`src/rtl/mem_dma_pkg.sv`:
```
// Shared definitions for the memory-copy DMA and its CPU-side control block.
// Holds the FSM state encoding and the word/address width constants.
package mem_dma_pkg;

    localparam int DMA_DATA_W = 16;
    localparam int DMA_ADDR_W = 16;

    typedef enum logic [1:0] {
        IDLE = 2'd0,
        RD   = 2'd1,
        WR   = 2'd2,
        DONE = 2'd3
    } dma_state_t;

endpackage

```
`src/rtl/mem_copy_dma.sv`:
```
// Memory-side copy engine driving one port of the dual-port block RAM.
// Copies len words from src to dst in ascending order, two cycles per word.
// Optional build macro MEM_COPY_DMA_FILL_EN adds a one-cycle-per-word fill mode
// that writes a constant word instead of copying.
module mem_copy_dma
    import mem_dma_pkg::*;
#(
    parameter int DATA_W = DMA_DATA_W,
    parameter int ADDR_W = DMA_ADDR_W
) (
    input  logic              clk,
    input  logic              rst_n,
    input  logic              start,
    input  logic              abort,
    input  logic [ADDR_W-1:0] src,
    input  logic [ADDR_W-1:0] dst,
    input  logic [ADDR_W-1:0] len,
`ifdef MEM_COPY_DMA_FILL_EN
    input  logic              fill,
    input  logic [DATA_W-1:0] fill_data,
`endif
    output logic [ADDR_W-1:0] mem_addr,
    output logic [DATA_W-1:0] mem_wdata,
    output logic              mem_we,
    input  logic [DATA_W-1:0] mem_rdata,
    output logic              busy,
    output logic              done,
    output logic [ADDR_W-1:0] count
);

    dma_state_t        state;
    dma_state_t        next_state;
    logic [ADDR_W-1:0] src_q;
    logic [ADDR_W-1:0] dst_q;
    logic [ADDR_W-1:0] len_q;
    logic [ADDR_W-1:0] index_q;
    logic [DATA_W-1:0] wdata_q;
    logic [DATA_W-1:0] wr_data;
    logic              fill_mode;
    logic              accept;
    logic              last_word;

`ifdef MEM_COPY_DMA_FILL_EN
    logic              fill_q;
    logic [DATA_W-1:0] fill_data_q;

    // Fill settings are latched with the rest of the transfer parameters.
    always_ff @(posedge clk or negedge rst_n) begin
        if (!rst_n) begin
            fill_q      <= 1'b0;
            fill_data_q <= '0;
        end else if (accept) begin
            fill_q      <= fill;
            fill_data_q <= fill_data;
        end
    end

    assign fill_mode = (state == IDLE) ? fill : fill_q;
    assign wr_data   = fill_q ? fill_data_q : mem_rdata;
`else
    assign fill_mode = 1'b0;
    assign wr_data   = mem_rdata;
`endif

    // abort overrides start so a cancelled request never launches a transfer.
    assign accept    = (state == IDLE) && start && !abort;
    assign last_word = ((index_q + ADDR_W'(1)) == len_q);

    // State register.
    always_ff @(posedge clk or negedge rst_n) begin
        if (!rst_n) begin
            state <= IDLE;
        end else begin
            state <= next_state;
        end
    end

    // Next-state decode; an aborted WR still commits its write on this edge.
    always_comb begin
        next_state = state;
        unique case (state)
            IDLE: begin
                if (accept) begin
                    if (len == '0) begin
                        next_state = DONE;
                    end else if (fill_mode) begin
                        next_state = WR;
                    end else begin
                        next_state = RD;
                    end
                end
            end
            RD: begin
                next_state = abort ? IDLE : WR;
            end
            WR: begin
                if (abort) begin
                    next_state = IDLE;
                end else if (last_word) begin
                    next_state = DONE;
                end else if (fill_mode) begin
                    next_state = WR;
                end else begin
                    next_state = RD;
                end
            end
            DONE: begin
                next_state = IDLE;
            end
            default: begin
                next_state = IDLE;
            end
        endcase
    end

    // Transfer bookkeeping: capture on start, advance index/count after each write.
    always_ff @(posedge clk or negedge rst_n) begin
        if (!rst_n) begin
            src_q   <= '0;
            dst_q   <= '0;
            len_q   <= '0;
            index_q <= '0;
            count   <= '0;
            wdata_q <= '0;
        end else if (accept) begin
            src_q   <= src;
            dst_q   <= dst;
            len_q   <= len;
            index_q <= '0;
            count   <= '0;
        end else if (state == WR) begin
            index_q <= index_q + ADDR_W'(1);
            count   <= count + ADDR_W'(1);
            wdata_q <= wr_data;
        end
    end

    // Moore output decode; write data passes the RAM read through during WR and holds afterwards.
    always_comb begin
        mem_addr  = '0;
        mem_we    = 1'b0;
        mem_wdata = wdata_q;
        busy      = 1'b0;
        done      = 1'b0;
        unique case (state)
            RD: begin
                mem_addr = src_q + index_q;
                busy     = 1'b1;
            end
            WR: begin
                mem_addr  = dst_q + index_q;
                mem_wdata = wr_data;
                mem_we    = 1'b1;
                busy      = 1'b1;
            end
            DONE: begin
                done = 1'b1;
            end
            default: begin
                mem_addr = '0;
            end
        endcase
    end

endmodule

```
`config.mk`:
```
export PLATFORM = sky130hd
export DESIGN_NAME = mem_copy_dma
export DESIGN_NICKNAME = d
export VERILOG_FILES = /design/src/rtl/mem_dma_pkg.sv /design/src/rtl/mem_copy_dma.sv
export SDC_FILE = /design/constraint.sdc
export NUM_CORES = 1
export LEC_CHECK = 0
export ABC_AREA = 0
export BUFFER_PORTS_ARGS = -buffer_cell sky130_fd_sc_hd__buf_4
export CORE_ASPECT_RATIO = 1.4
export CORE_MARGIN = 2
export CORE_UTILIZATION = 56
export DETAILED_ROUTE_END_ITERATION = 10
export GPL_TIMING_DRIVEN = 0
export PLACE_DENSITY = 0.89
export SLEW_MARGIN = 20
export SYNTH_ARGS = -nofsm -noshare
export SYNTH_HDL_FRONTEND = slang
export SYNTH_SLANG_ARGS = --single-unit
```
`constraint.sdc`:
```
create_clock -name clk -period 5.3 [get_ports clk]
set_clock_uncertainty 0.15 [all_clocks]
set_input_delay 0.795 -clock clk [delete_from_list [all_inputs] [get_ports clk]]
set_output_delay 0.795 -clock clk [all_outputs]
set_load 0.01 [all_outputs]
```
==> impl_table.tex <==
\begin{tabular}{lr}
\hline
Metric & Value \\
\hline
\multicolumn{2}{l}{\textbf{Synth}} \\
Combinational family with the most area after synthesis & simple AND/OR/NAND/NOR gates \\
Xor/xnor share of the synthesized area & 7.41\% \\
Synthesized instance count & 691 \\
Proportion of synthesized flip-flops having asynchronous set or reset & 100\% \\
Share of cell area taken by muxes after synthesis & 7.63\% \\
\#FFs+latches synth & 98 \\
Proportion of netlist area held by the largest area contributor & 41.5\% \\
Portion of the post-synthesis area used by sequential elements & 41.5\% \\
Per-instance average area after synthesis & 8.55 sq um \\
Adder-cell area share of the yosys netlist & 5.00\% \\
Mapped cell area & 0.00591 sq mm \\
Total nets after synthesis & 782 \\
Compound-cell area share of the yosys netlist & 8.03\% \\
Yosys synthesis warning count & 0 \\
Cell taking the most area after synthesis & sky130\_fd\_sc\_hd\_\_dfrtp\_1 \\
Post-synthesis share of cell area spent on and, or, nand and nor gates & 27.4\% \\
Number of distinct library cells after synthesis & 58 \\
Top FF cell, synth & sky130\_fd\_sc\_hd\_\_dfrtp\_1 \\
Number of enable flip-flop cells after synthesis & 0 \\
Cell types occupying the most area after synthesis & sky130\_fd\_sc\_hd\_\_dfrtp\_1 42\%, sky130\_fd\_sc\_hd\_\_nand2\_1 11\%, sky130\_fd\_sc\_hd\_\_nor2\_1 7.0\% \\
\multicolumn{2}{l}{\textbf{Worst setup path}} \\
Worst Path Max Fanout & 10 \\
Setup CP Type & reg -> out \\
Delay of the slowest cell on the worst path & 0.42 ns \\
CP cell instances & inv\_1 -> ha\_1 -> clkbuf\_2 -> clkbuf\_4 -> clkbuf\_4 -> mux2\_2 -> ha\_1 -> and3\_1 -> clkbuf\_1 -> nand4\_1 -> nand2\_1 -> a41oi\_2 -> a21oi\_1 -> a311o\_1 -> buf\_4 \\
Required time of the worst setup path & 4.36 ns \\
Cell at the slowest stage of the critical path & sky130\_fd\_sc\_hd\_\_dfrtp\_1 \\
Crit path DAT & 4.17 ns \\
Element type at the critical path end & output pin \\
Element type at the critical path start & flop \\
Slack of the worst reg-to-reg path & 2.70 ns \\
\multicolumn{2}{l}{\textbf{Pwr}} \\
Part of the power in combinational logic & 52.4\% \\
Switching power & 0.00163 W \\
Peak supply drop & 0.387 mV \\
Static Leakage & 3.64 nW \\
Part of the total power dissipated in sequential elements & 31.3\% \\
PD cells & 548 mW/mm\^{}2 \\
Relative contribution of the clock network to total power & 16.3\% \\
Switching share of total power & 40.9\% \\
Internal Dissipation & 0.00236 W \\
\multicolumn{2}{l}{\textbf{Timing}} \\
Crit path setup slack, layout & 0.186 ns \\
Worst Max-Slew Pin Slew & 0.864 ns \\
Final period utilization & 96.5\% \\
Hold violation count in the final report & 0 \\
Max-slew headroom at the worst pin & 42.4\% \\
Total setup violations reported at the end of the flow & 0 \\
Setup\_tns & 0 ns \\
Highest clock frequency the design can meet & 196 MHz \\
RSZ-0062 raised after global routing & no \\
Number of slew-limit violations in the final report & 0 \\
Fin crit period & 5.11 ns \\
\multicolumn{2}{l}{\textbf{Global routing}} \\
Largest net degree at the start of global routing & 99 \\
First-pass GRT wire length & 25.7 mm \\
Antenna violations before repair & 0 \\
Overall Global Routing Usage & 28.0\% \\
Vias in the first global route & 5,492 \\
Total grt overflow & 0 \\
\multicolumn{2}{l}{\textbf{Clocking}} \\
Clock tree sinks & 98 \\
Root cell of the clock tree & sky130\_fd\_sc\_hd\_\_clkbuf\_16 \\
Number of post-CTS setup repair buffers & 0 \\
Clock latency of the later-clocked register in the worst-skew pair & 0.35 ns \\
Hold buffers post-CTS & 0 \\
Clock Path Buffers & 2 \\
TritonCTS clock tree & done \\
Depth of the CTS H-tree & 3 \\
Clock slew seen by the registers of the worst setup and hold paths & 0.07 ns \\
Number of clock buffers inserted by TritonCTS & 9 \\
\multicolumn{2}{l}{\textbf{Hold path}} \\
Min-delay worst type & reg -> reg \\
\multicolumn{2}{l}{\textbf{Detailed routing}} \\
Count of vias placed by the detailed router & 5,439 \\
Overall routed net length & 15.6 mm \\
Detailed Route Iter0 Violations & 324 \\
Iteration count of the initial detailed-routing pass & 6 \\
Avg WL per Cell & 16.2 microns \\
Post-route DRC & 0 \\
Post-route antenna net violation count & 0 \\
DR vias/cell & 5.65 \\
\multicolumn{2}{l}{\textbf{Placement}} \\
Global placement routability congestion & 0.896 \\
Count of input and output buffers & 118 \\
Cell count after placement & 947 \\
Worst Setup Slack post-DPL & -0.288 ns \\
Half-perimeter wire length after detailed placement & 11.8 mm \\
\multicolumn{2}{l}{\textbf{Die}} \\
Die Area & 0.0114 sq mm \\
Initial core utilization & 57.1\% \\
Site row count & 44 \\
Die Width & 90.8 microns \\
Number of placed I/O pins & 119 \\
Height of the chip & 126 microns \\
CORE AREA & 0.0103 sq mm \\
\multicolumn{2}{l}{\textbf{Job}} \\
Max Cap Viol & 0 \\
\multicolumn{2}{l}{\textbf{Cells and area}} \\
Post-layout util & 70.3\% \\
Non-Filler Instances & 963 \\
Area growth, synth to finish & 23.3\% \\
Fraction of final layout cells sized beyond drive strength 1 & 22.2\% \\
Commonest non-fill, non-tap cell in the layout & sky130\_fd\_sc\_hd\_\_nand2\_1 \\
Nets & 911 \\
Count of inserted antenna diode cells & 0 \\
Most frequent cells in the layout & 171 x sky130\_fd\_sc\_hd\_\_nand2\_1, 117 x sky130\_fd\_sc\_hd\_\_buf\_4, 110 x sky130\_fd\_sc\_hd\_\_nor2\_1, 98 x sky130\_fd\_sc\_hd\_\_dfrtp\_1, 31 x sky130\_fd\_sc\_hd\_\_mux2\_2 \\
\multicolumn{2}{l}{\textbf{Status}} \\
Status & finished clean \\
\hline
\end{tabular}
-- registers in the layout, indices dropped and copies added (netlist names) --
name	count
wdata_q	16
len_q	16
src_q	16
state	2
count	16
index_q	16
dst_q	16
-- worst paths after layout --
path | endpoint | startpoint | depth (start not counted)
max | mem_addr[15] | state[0] | 15
min | dst_q[8] | dst_q[8] | 2
max reg2reg | len_q[1] | state[1] | 8
min reg2reg | dst_q[8] | dst_q[8] | 2
max in group asynchronous | index_q[13] | rst_n | 1
min in group asynchronous | count[10] | rst_n | 1
-- area by class of cell --
class	count	area (sq um)
well taps	138	173
inverters	12	45.0
plain buffers	34	141
fillers	832	3070
multi-input cells	547	3290
repair buffers	118	890
flip-flops and latches	98	2450
clock inverters	7	67.6
clock buffers	9	225
-- worst max-delay path: cells and delay by family (launching register included) --
kind	cells	cell delay, ns
AOI/OAI and AO/OA	3	0.77
adders and majority gates	2	0.54
buffers and inverters	6	1.28
DFF	1	0.42
muxes	1	0.37
and+or+nand+nor	3	0.43
-- layer usage --
layer | GRT usage (%) | share of wire [%] | up-vias
li1 | - | - | 2574
met1 | 32.0 | 39 | 2647
met2 | 50.7 | 52 | 181
met3 | 4.94 | 5.5 | 37
met4 | 12.8 | 3.1 | 0
met5 | 0 | 0 | -
-- Yosys cell counts, types with 4 or more instances --
library cell,instances
sky130_fd_sc_hd__dfrtp_1,98
sky130_fd_sc_hd__mux2_2,31
sky130_fd_sc_hd__nor4_1,5
sky130_fd_sc_hd__a21o_1,5
sky130_fd_sc_hd__xor2_1,28
sky130_fd_sc_hd__mux2i_1,9
sky130_fd_sc_hd__xnor2_1,22
sky130_fd_sc_hd__o21a_1,5
sky130_fd_sc_hd__buf_1,4
sky130_fd_sc_hd__nor2b_1,6
sky130_fd_sc_hd__nand4_1,10
sky130_fd_sc_hd__nand2b_1,5
sky130_fd_sc_hd__and3_1,8
sky130_fd_sc_hd__nand2_1,171
sky130_fd_sc_hd__nor2_1,110
sky130_fd_sc_hd__inv_1,12
sky130_fd_sc_hd__ha_1,22
sky130_fd_sc_hd__clkbuf_1,27
sky130_fd_sc_hd__and4_1,4
sky130_fd_sc_hd__o21ai_0,5
sky130_fd_sc_hd__nor3_1,9
sky130_fd_sc_hd__a21oi_1,20
sky130_fd_sc_hd__nand3_1,19
-- through the flow --
stage | total power (W) | area (sq um) | hold slack, ns
5_1_grt | 0.00427 | 7280 | 0.343
4_1_cts | 0.00398 | 7270 | 0.325
3_3_place_gp | 0.00321 | 6970 | 0.304
6_report | 0.00399 | 7280 | 0.325
3_5_place_dp | 0.00331 | 6970 | 0.308
2_1_floorplan | 0.00255 | 5910 | 0.290
-- power by group through the flow --
| stage | sequential, W | combinational, W | clock (W) |
|---|---|---|---|
| global route | 0.00128 | 0.00231 | 0.000682 |
| global placement | 0.00123 | 0.00198 | 0 |
| floorplan | 0.00120 | 0.00135 | 0 |
| detailed placement | 0.00125 | 0.00206 | 0 |
| CTS | 0.00124 | 0.00209 | 0.000652 |
| finish | 0.00125 | 0.00209 | 0.000650 |
-- what timing repair did --
item | CTS | global route
endpoints found under the setup margin | 10 | 5
gates resized for setup | 5 | 4
gates cloned | 0 | 0
-- cell families (layout without fill, tap and decap cells) --
kind of cell,count (synthesis),in the layout
XOR/XNOR,50,50
multiplexers,41,41
adder cells (fa/ha/maj),23,23
flip-flops,98,98
AO/OA/AOI/OAI,67,67
AND/OR/NAND/NOR,366,366
buffers and inverters,46,180
No activity file was read; power rests on OpenSTA's default activity.
